### src/rtl/damage_calc_seq.sv
// Sequential damage calculator: latches a request, multiplies, runs a restoring
// divider, scales, then applies crit/STAB/type modifiers with saturation.
module damage_calc_seq #(
  parameter int STAT_W = 8,
  parameter int DMG_W  = 16,
  parameter int LEVEL  = 50
) (
  input  logic              Clk,
  input  logic              Reset_n,
  input  logic              start,
  input  logic              physical,
  input  logic              crit,
  input  logic [4:0]        move_type,
  input  logic [4:0]        atk_type1,
  input  logic [4:0]        atk_type2,
  input  logic [4:0]        def_type1,
  input  logic [4:0]        def_type2,
  input  logic [STAT_W-1:0] power,
  input  logic [STAT_W-1:0] attack,
  input  logic [STAT_W-1:0] defense,
  input  logic [STAT_W-1:0] sp_att,
  input  logic [STAT_W-1:0] sp_def,
  output logic              busy,
  output logic              done,
  output logic [DMG_W-1:0]  damage,
  output logic [4:0]        eff_q
);

  localparam int LVLF  = 2 * LEVEL / 5 + 2;
  localparam int NUM_W = 2 * STAT_W + $clog2(LVLF + 1);
  localparam int CNT_W = $clog2(NUM_W + 1);
  localparam int MOD_W = NUM_W + 7;
  localparam logic [MOD_W-1:0] SAT = MOD_W'({DMG_W{1'b1}});

  typedef enum logic [2:0] {IDLE, MUL, DIV, SCALE, MOD, DONE} state_t;

  state_t             state;
  logic               crit_r, stab_r;
  logic [4:0]         eff_r;
  logic [STAT_W-1:0]  power_r, a_r, d_r;
  logic [NUM_W-1:0]   quo, base;
  logic [STAT_W-1:0]  rem;
  logic [CNT_W-1:0]   cnt;

  function automatic logic [4:0] clamp_type(input logic [4:0] t);
    return (t > 5'd18) ? 5'd18 : t;
  endfunction

  // Chart entry in half units: 0 immune, 1 resisted, 2 neutral, 4 super-effective.
  function automatic logic [2:0] chart(input logic [4:0] m, input logic [4:0] d);
    logic [2:0] r;
    r = 3'd2;
    case (m)
      5'd0:  case (d) 5'd5, 5'd8: r = 3'd1; 5'd7: r = 3'd0; default: ; endcase
      5'd1:  case (d) 5'd0, 5'd5, 5'd8, 5'd14, 5'd16: r = 3'd4;
                      5'd2, 5'd3, 5'd6, 5'd13, 5'd17: r = 3'd1; 5'd7: r = 3'd0; default: ; endcase
      5'd2:  case (d) 5'd1, 5'd6, 5'd11: r = 3'd4; 5'd5, 5'd8, 5'd12: r = 3'd1; default: ; endcase
      5'd3:  case (d) 5'd11, 5'd17: r = 3'd4; 5'd3, 5'd4, 5'd5, 5'd7: r = 3'd1; 5'd8: r = 3'd0; default: ; endcase
      5'd4:  case (d) 5'd3, 5'd5, 5'd8, 5'd9, 5'd12: r = 3'd4; 5'd6, 5'd11: r = 3'd1; 5'd2: r = 3'd0; default: ; endcase
      5'd5:  case (d) 5'd2, 5'd6, 5'd9, 5'd14: r = 3'd4; 5'd1, 5'd4, 5'd8: r = 3'd1; default: ; endcase
      5'd6:  case (d) 5'd11, 5'd13, 5'd16: r = 3'd4;
                      5'd1, 5'd2, 5'd3, 5'd7, 5'd8, 5'd9, 5'd17: r = 3'd1; default: ; endcase
      5'd7:  case (d) 5'd7, 5'd13: r = 3'd4; 5'd16: r = 3'd1; 5'd0: r = 3'd0; default: ; endcase
      5'd8:  case (d) 5'd5, 5'd14, 5'd17: r = 3'd4; 5'd8, 5'd9, 5'd10, 5'd12: r = 3'd1; default: ; endcase
      5'd9:  case (d) 5'd6, 5'd8, 5'd11, 5'd14: r = 3'd4; 5'd5, 5'd9, 5'd10, 5'd15: r = 3'd1; default: ; endcase
      5'd10: case (d) 5'd4, 5'd5, 5'd9: r = 3'd4; 5'd10, 5'd11, 5'd15: r = 3'd1; default: ; endcase
      5'd11: case (d) 5'd4, 5'd5, 5'd10: r = 3'd4;
                      5'd2, 5'd3, 5'd6, 5'd8, 5'd9, 5'd11, 5'd15: r = 3'd1; default: ; endcase
      5'd12: case (d) 5'd2, 5'd10: r = 3'd4; 5'd11, 5'd12, 5'd15: r = 3'd1; 5'd4: r = 3'd0; default: ; endcase
      5'd13: case (d) 5'd1, 5'd3: r = 3'd4; 5'd8, 5'd13: r = 3'd1; 5'd16: r = 3'd0; default: ; endcase
      5'd14: case (d) 5'd2, 5'd4, 5'd11, 5'd15: r = 3'd4; 5'd8, 5'd9, 5'd10, 5'd14: r = 3'd1; default: ; endcase
      5'd15: case (d) 5'd15: r = 3'd4; 5'd8: r = 3'd1; 5'd17: r = 3'd0; default: ; endcase
      5'd16: case (d) 5'd7, 5'd13: r = 3'd4; 5'd1, 5'd16, 5'd17: r = 3'd1; default: ; endcase
      5'd17: case (d) 5'd1, 5'd15, 5'd16: r = 3'd4; 5'd3, 5'd8, 5'd9: r = 3'd1; default: ; endcase
      default: ;
    endcase
    return r;
  endfunction

  logic [4:0]        mv_c, a1_c, a2_c, d1_c, d2_c;
  logic [2:0]        e1, e2;
  logic [4:0]        eff_in;
  logic              stab_in;
  logic [STAT_W-1:0] d_in;

  always_comb begin
    mv_c    = clamp_type(move_type);
    a1_c    = clamp_type(atk_type1);
    a2_c    = clamp_type(atk_type2);
    d1_c    = clamp_type(def_type1);
    d2_c    = clamp_type(def_type2);
    e1      = chart(mv_c, d1_c);
    e2      = (d2_c == d1_c) ? 3'd2 : chart(mv_c, d2_c);
    eff_in  = 5'(e1 * e2);
    stab_in = (mv_c != 5'd18) && ((mv_c == a1_c) || (mv_c == a2_c));
    d_in    = physical ? defense : sp_def;
    if (d_in == '0) d_in = STAT_W'(1);
  end

  logic [STAT_W:0]   trial;
  logic              fits;
  logic [MOD_W-1:0]  v1, v2, v3;
  logic [DMG_W-1:0]  dmg_out;

  always_comb begin
    trial = {rem, quo[NUM_W-1]};
    fits  = (trial >= {1'b0, d_r});
    v1    = crit_r ? (MOD_W'(base) << 1) : MOD_W'(base);
    v2    = stab_r ? ((v1 * MOD_W'(3)) >> 1) : v1;
    v3    = (v2 * MOD_W'(eff_r)) >> 2;
    dmg_out = (v3 > SAT) ? {DMG_W{1'b1}} : v3[DMG_W-1:0];
    if (eff_r == 5'd0)        dmg_out = '0;
    else if (dmg_out == '0)   dmg_out = DMG_W'(1);
  end

  always_ff @(posedge Clk or negedge Reset_n) begin
    if (!Reset_n) begin
      state   <= IDLE;
      busy    <= 1'b0;
      done    <= 1'b0;
      damage  <= '0;
      eff_q   <= '0;
      crit_r  <= 1'b0;
      stab_r  <= 1'b0;
      eff_r   <= '0;
      power_r <= '0;
      a_r     <= '0;
      d_r     <= '0;
      quo     <= '0;
      base    <= '0;
      rem     <= '0;
      cnt     <= '0;
    end else begin
      case (state)
        IDLE: begin
          if (start) begin
            crit_r  <= crit;
            stab_r  <= stab_in;
            eff_r   <= eff_in;
            power_r <= power;
            a_r     <= physical ? attack : sp_att;
            d_r     <= d_in;
            busy    <= 1'b1;
            state   <= MUL;
          end
        end
        MUL: begin
          quo   <= NUM_W'(LVLF) * NUM_W'(power_r) * NUM_W'(a_r);
          rem   <= '0;
          cnt   <= '0;
          state <= DIV;
        end
        DIV: begin
          // One restoring step: shift in the next numerator bit, subtract if it fits.
          if (fits) rem <= STAT_W'(trial - {1'b0, d_r});
          else      rem <= trial[STAT_W-1:0];
          quo <= {quo[NUM_W-2:0], fits};
          cnt <= cnt + CNT_W'(1);
          if (cnt == CNT_W'(NUM_W - 1)) state <= SCALE;
        end
        SCALE: begin
          base  <= quo / NUM_W'(50) + NUM_W'(2);
          state <= MOD;
        end
        MOD: begin
          damage <= dmg_out;
          eff_q  <= eff_r;
          busy   <= 1'b0;
          done   <= 1'b1;
          state  <= DONE;
        end
        DONE: begin
          done  <= 1'b0;
          state <= IDLE;
        end
        default: state <= IDLE;
      endcase
    end
  end

endmodule

### config.mk
export PLATFORM = sky130hd
export DESIGN_NAME = damage_calc_seq
export DESIGN_NICKNAME = d
export VERILOG_FILES = /design/src/rtl/damage_calc_seq.sv
export SDC_FILE = /design/constraint.sdc
export NUM_CORES = 1
export LEC_CHECK = 0
export CAP_MARGIN = 20
export CORE_MARGIN = 2
export CORE_UTILIZATION = 40
export DETAILED_ROUTE_END_ITERATION = 10
export SYNTH_ARGS = -nofsm -noshare
export SYNTH_HDL_FRONTEND = slang
export SYNTH_SLANG_ARGS = --single-unit
### constraint.sdc
create_clock -name Clk -period 9.3 [get_ports Clk]
set_input_delay 1.86 -clock Clk [delete_from_list [all_inputs] [get_ports Clk]]
set_output_delay 1.86 -clock Clk [all_outputs]
set_load 0.01 [all_outputs]
==> flow_metrics.env <==
export IMPL_outcome="completed"
export IMPL_wirelength_um=53000
export IMPL_reg2reg_slack_ps=260
export IMPL_slew_headroom_pct=31.8
export IMPL_drt_iter0_drc=1179
export IMPL_finalHoldViolations=0
export IMPL_dp_hpwl_um=40500
export IMPL_cts_sinks=108
export IMPL_reg2reg_depth=37
export IMPL_min_period_over_period_pct=97.2
export IMPL_min_from="damage[12]$_DFFE_PN0P_"
export IMPL_die_width_um=217
export IMPL_final_common_cell="nand2_1"
export IMPL_clockBufferDepth=2
export IMPL_area_growth_pct=15.8
export IMPL_syn_area_um2=18200
export IMPL_final_cells=3086
export IMPL_ys_flop_type="dfrtp_1"
export IMPL_globalRoute_totalOverflow=0
export IMPL_holdCritPathClass="register to register"
export IMPL_ctsHtreeMaxLevel=3
export IMPL_tightestPinTransition_ps=1020
export IMPL_io_pin_count=93
export IMPL_critical_path_slowest_cell="dfrtp_2"
export IMPL_ys_warn_count=0
export IMPL_clock_root_buffer="clkbuf_16"
export IMPL_syn_area_per_cell_um2=7.66
export IMPL_grt_pass1_vias=17400
export IMPL_hold_depth=2
export IMPL_fin_nets=2797
export IMPL_core_um2=45100
export IMPL_max_stage_delay_ps=460
export IMPL_vias=17800
export IMPL_synth_edff_count=0
export IMPL_dpl_cell_count=3034
export IMPL_grt_first_pass_wirelength_um=88100
export IMPL_grt_usage_pct=22.2
export IMPL_numPortBuffers=92
export IMPL_rows=78
export IMPL_synth_async_sr_flop_share_pct=100
export IMPL_drive_gt1_share_pct=12.3
export IMPL_tritoncts="built"
export IMPL_max_cap_viol_count=0
export IMPL_syn_nets=2690
export IMPL_worst_r2r_endpoint="base[0]$_DFFE_PN0N_"
export IMPL_numCtsBuffers=9
export IMPL_setup_viol=0
export IMPL_synth_cells=2374
export IMPL_dr_pass1_iters=7
export IMPL_cp_required_ps=9520
export IMPL_vias_per_cell=5.76
export IMPL_clkLatencyLatePin_ps=370
export IMPL_report_final_slew_viol_count=0
export IMPL_worst_clock_skew_ps=8.62
export IMPL_rsz0062_at_grt="true"
export IMPL_wl_per_cell_um=17.2
export IMPL_cts_clk_slew_worst_paths_ps=80
export IMPL_antenna_found_initial=0
export IMPL_remaining_drc_errors=0
export IMPL_cp_max_fo=7
export IMPL_period_needed_ps=9040
export IMPL_antenna_cells=0
export IMPL_die_y_um=217
export IMPL_yosysSeqAreaShare_pct=14.9
export IMPL_routabilityCongestion=0.934
export IMPL_grt_max_degree=68
export IMPL_end_kind="register"
export IMPL_holdWs_ps=493
export IMPL_critical_path_class="register to register"
export IMPL_ant_nets=0
export IMPL_timing_critical_path_mode_cell="buf_4"
export IMPL_min_to="damage[12]$_DFFE_PN0P_"
export IMPL_yosys_cell_types_count=113
export IMPL_cp_start_kind="register"
export IMPL_layout_common_cells="279 x nand2_1, 207 x inv_1, 185 x nor2_1"
export IMPL_die_area_um2=47200
export IMPL_synth_seq_cells=108
export IMPL_max_freq_ghz=0.111
export IMPL_r2r_start="quo[17]$_DFFE_PN0P_"
export IMPL_crit_start="quo[17]$_DFFE_PN0P_"
export IMPL_setup_tns_ps=0
export IMPL_crit_arrival_ps=9260
export IMPL_start_util_pct=40.3
registers in the layout, indices dropped and copies added (netlist names), 3 cells and up:
register  count
a_r           8
base         17
cnt           5
d_r           8
damage       16
eff_q         5
eff_r         5
power_r       8
quo          21
rem           8
state         3
how the worst max path moves through the flow:
stage / to / slack [ps]
after floorplan: base[15]$_DFFE_PN0N_ / 360
after global placement: base[15]$_DFFE_PN0N_ / 60
after detailed placement: base[15]$_DFFE_PN0N_ / -110
after CTS: base[15]$_DFFE_PN0N_ / 5
after global routing: base[0]$_DFFE_PN0N_ / -100
final: base[0]$_DFFE_PN0N_ / 260
cell usage after synthesis (10+ instances only):
cell type    n  area share [%]
nand2_1    282             5.8
inv_1      207             4.3
nor2_1     188             3.9
a21oi_1    175             4.8
o21ai_0    160             4.4
ha_1       126             8.7
fa_1       120              13
dfrtp_1    108              15
clkbuf_1   102             2.1
and2_1      77             2.6
xnor2_1     67             3.2
nor3_1      53             1.5
o21bai_1    50             2.1
nand3_1     49             1.3
nand2b_1    34             1.2
nor2b_1     33             1.1
xor2_1      32             1.5
a21o_1      28             1.2
a22oi_1     27             1.1
mux2_2      27             1.7
mux2i_1     25             1.4
a211oi_1    24            0.99
o211ai_1    21            0.87
a31oi_1     20            0.69
o22ai_1     20            0.69
nand4_1     18            0.62
nor4_1      15            0.52
and3_1      13            0.45
buf_1       12            0.25
o31ai_1     12            0.50
or3_1       12            0.41
buf_2       10            0.28
what timing repair did:
item                                   in CTS  in global routing
setup endpoints to repair                   4                 28
endpoints found under the hold margin       0                  0
hold buffers                                0                  0
resized for setup                           5                 93
cloned                                      0                  0
buffers inserted                            4                 32
pin swaps                                   7                 38
per-layer routing:
| metal | GRT usage [%] | part of all wire, % |
|---|---|---|
| met1 | 30.2 | 45 |
| met2 | 38.1 | 48 |
| met3 | 2.32 | 5.1 |
| met4 | 5.05 | 1.5 |
| met5 | 0 | 0 |
layout make-up:
type | count | area [µm²]
tap | 600 | 751
fill | 4576 | 24000
clock inverter | 7 | 103
multi-input combinational | 1921 | 14500
sequential | 108 | 2710
inverter | 214 | 803
timing repair buffer | 227 | 1950
clock buffer | 9 | 225
critical path: cells and delay by family (launching register included):
kind,cells,cell delay (ps)
mux,1,270
compound gates,21,4560
fa+ha+maj,2,600
flops,1,460
xor+xnor,1,160
simple gates,7,1990
buf+inv,5,810
kinds of logic after synthesis:
logic type / share of synthesized area, %
XOR/XNOR: 4.94
AND/OR/NAND/NOR: 21.7
flip-flops: 14.9
AO/OA/AOI/OAI: 25.5
adder cells (fa/ha/maj): 22.3
buffers and inverters: 7.41
multiplexers: 3.34
through the flow:
step	area (µm²)	worst slack [ps]	utilization [%]
2_1_floorplan	18200	356	-
3_3_place_gp	20100	61.5	44.5
3_5_place_dp	20100	-115	44.5
4_1_cts	20400	5.38	45.3
5_1_grt	21100	-96.0	46.7
6_report	21100	256	46.7
Power is left out: the tool's default activity adds up to more than one toggle a clock period on the data nets, which glitch-free logic cannot reach.
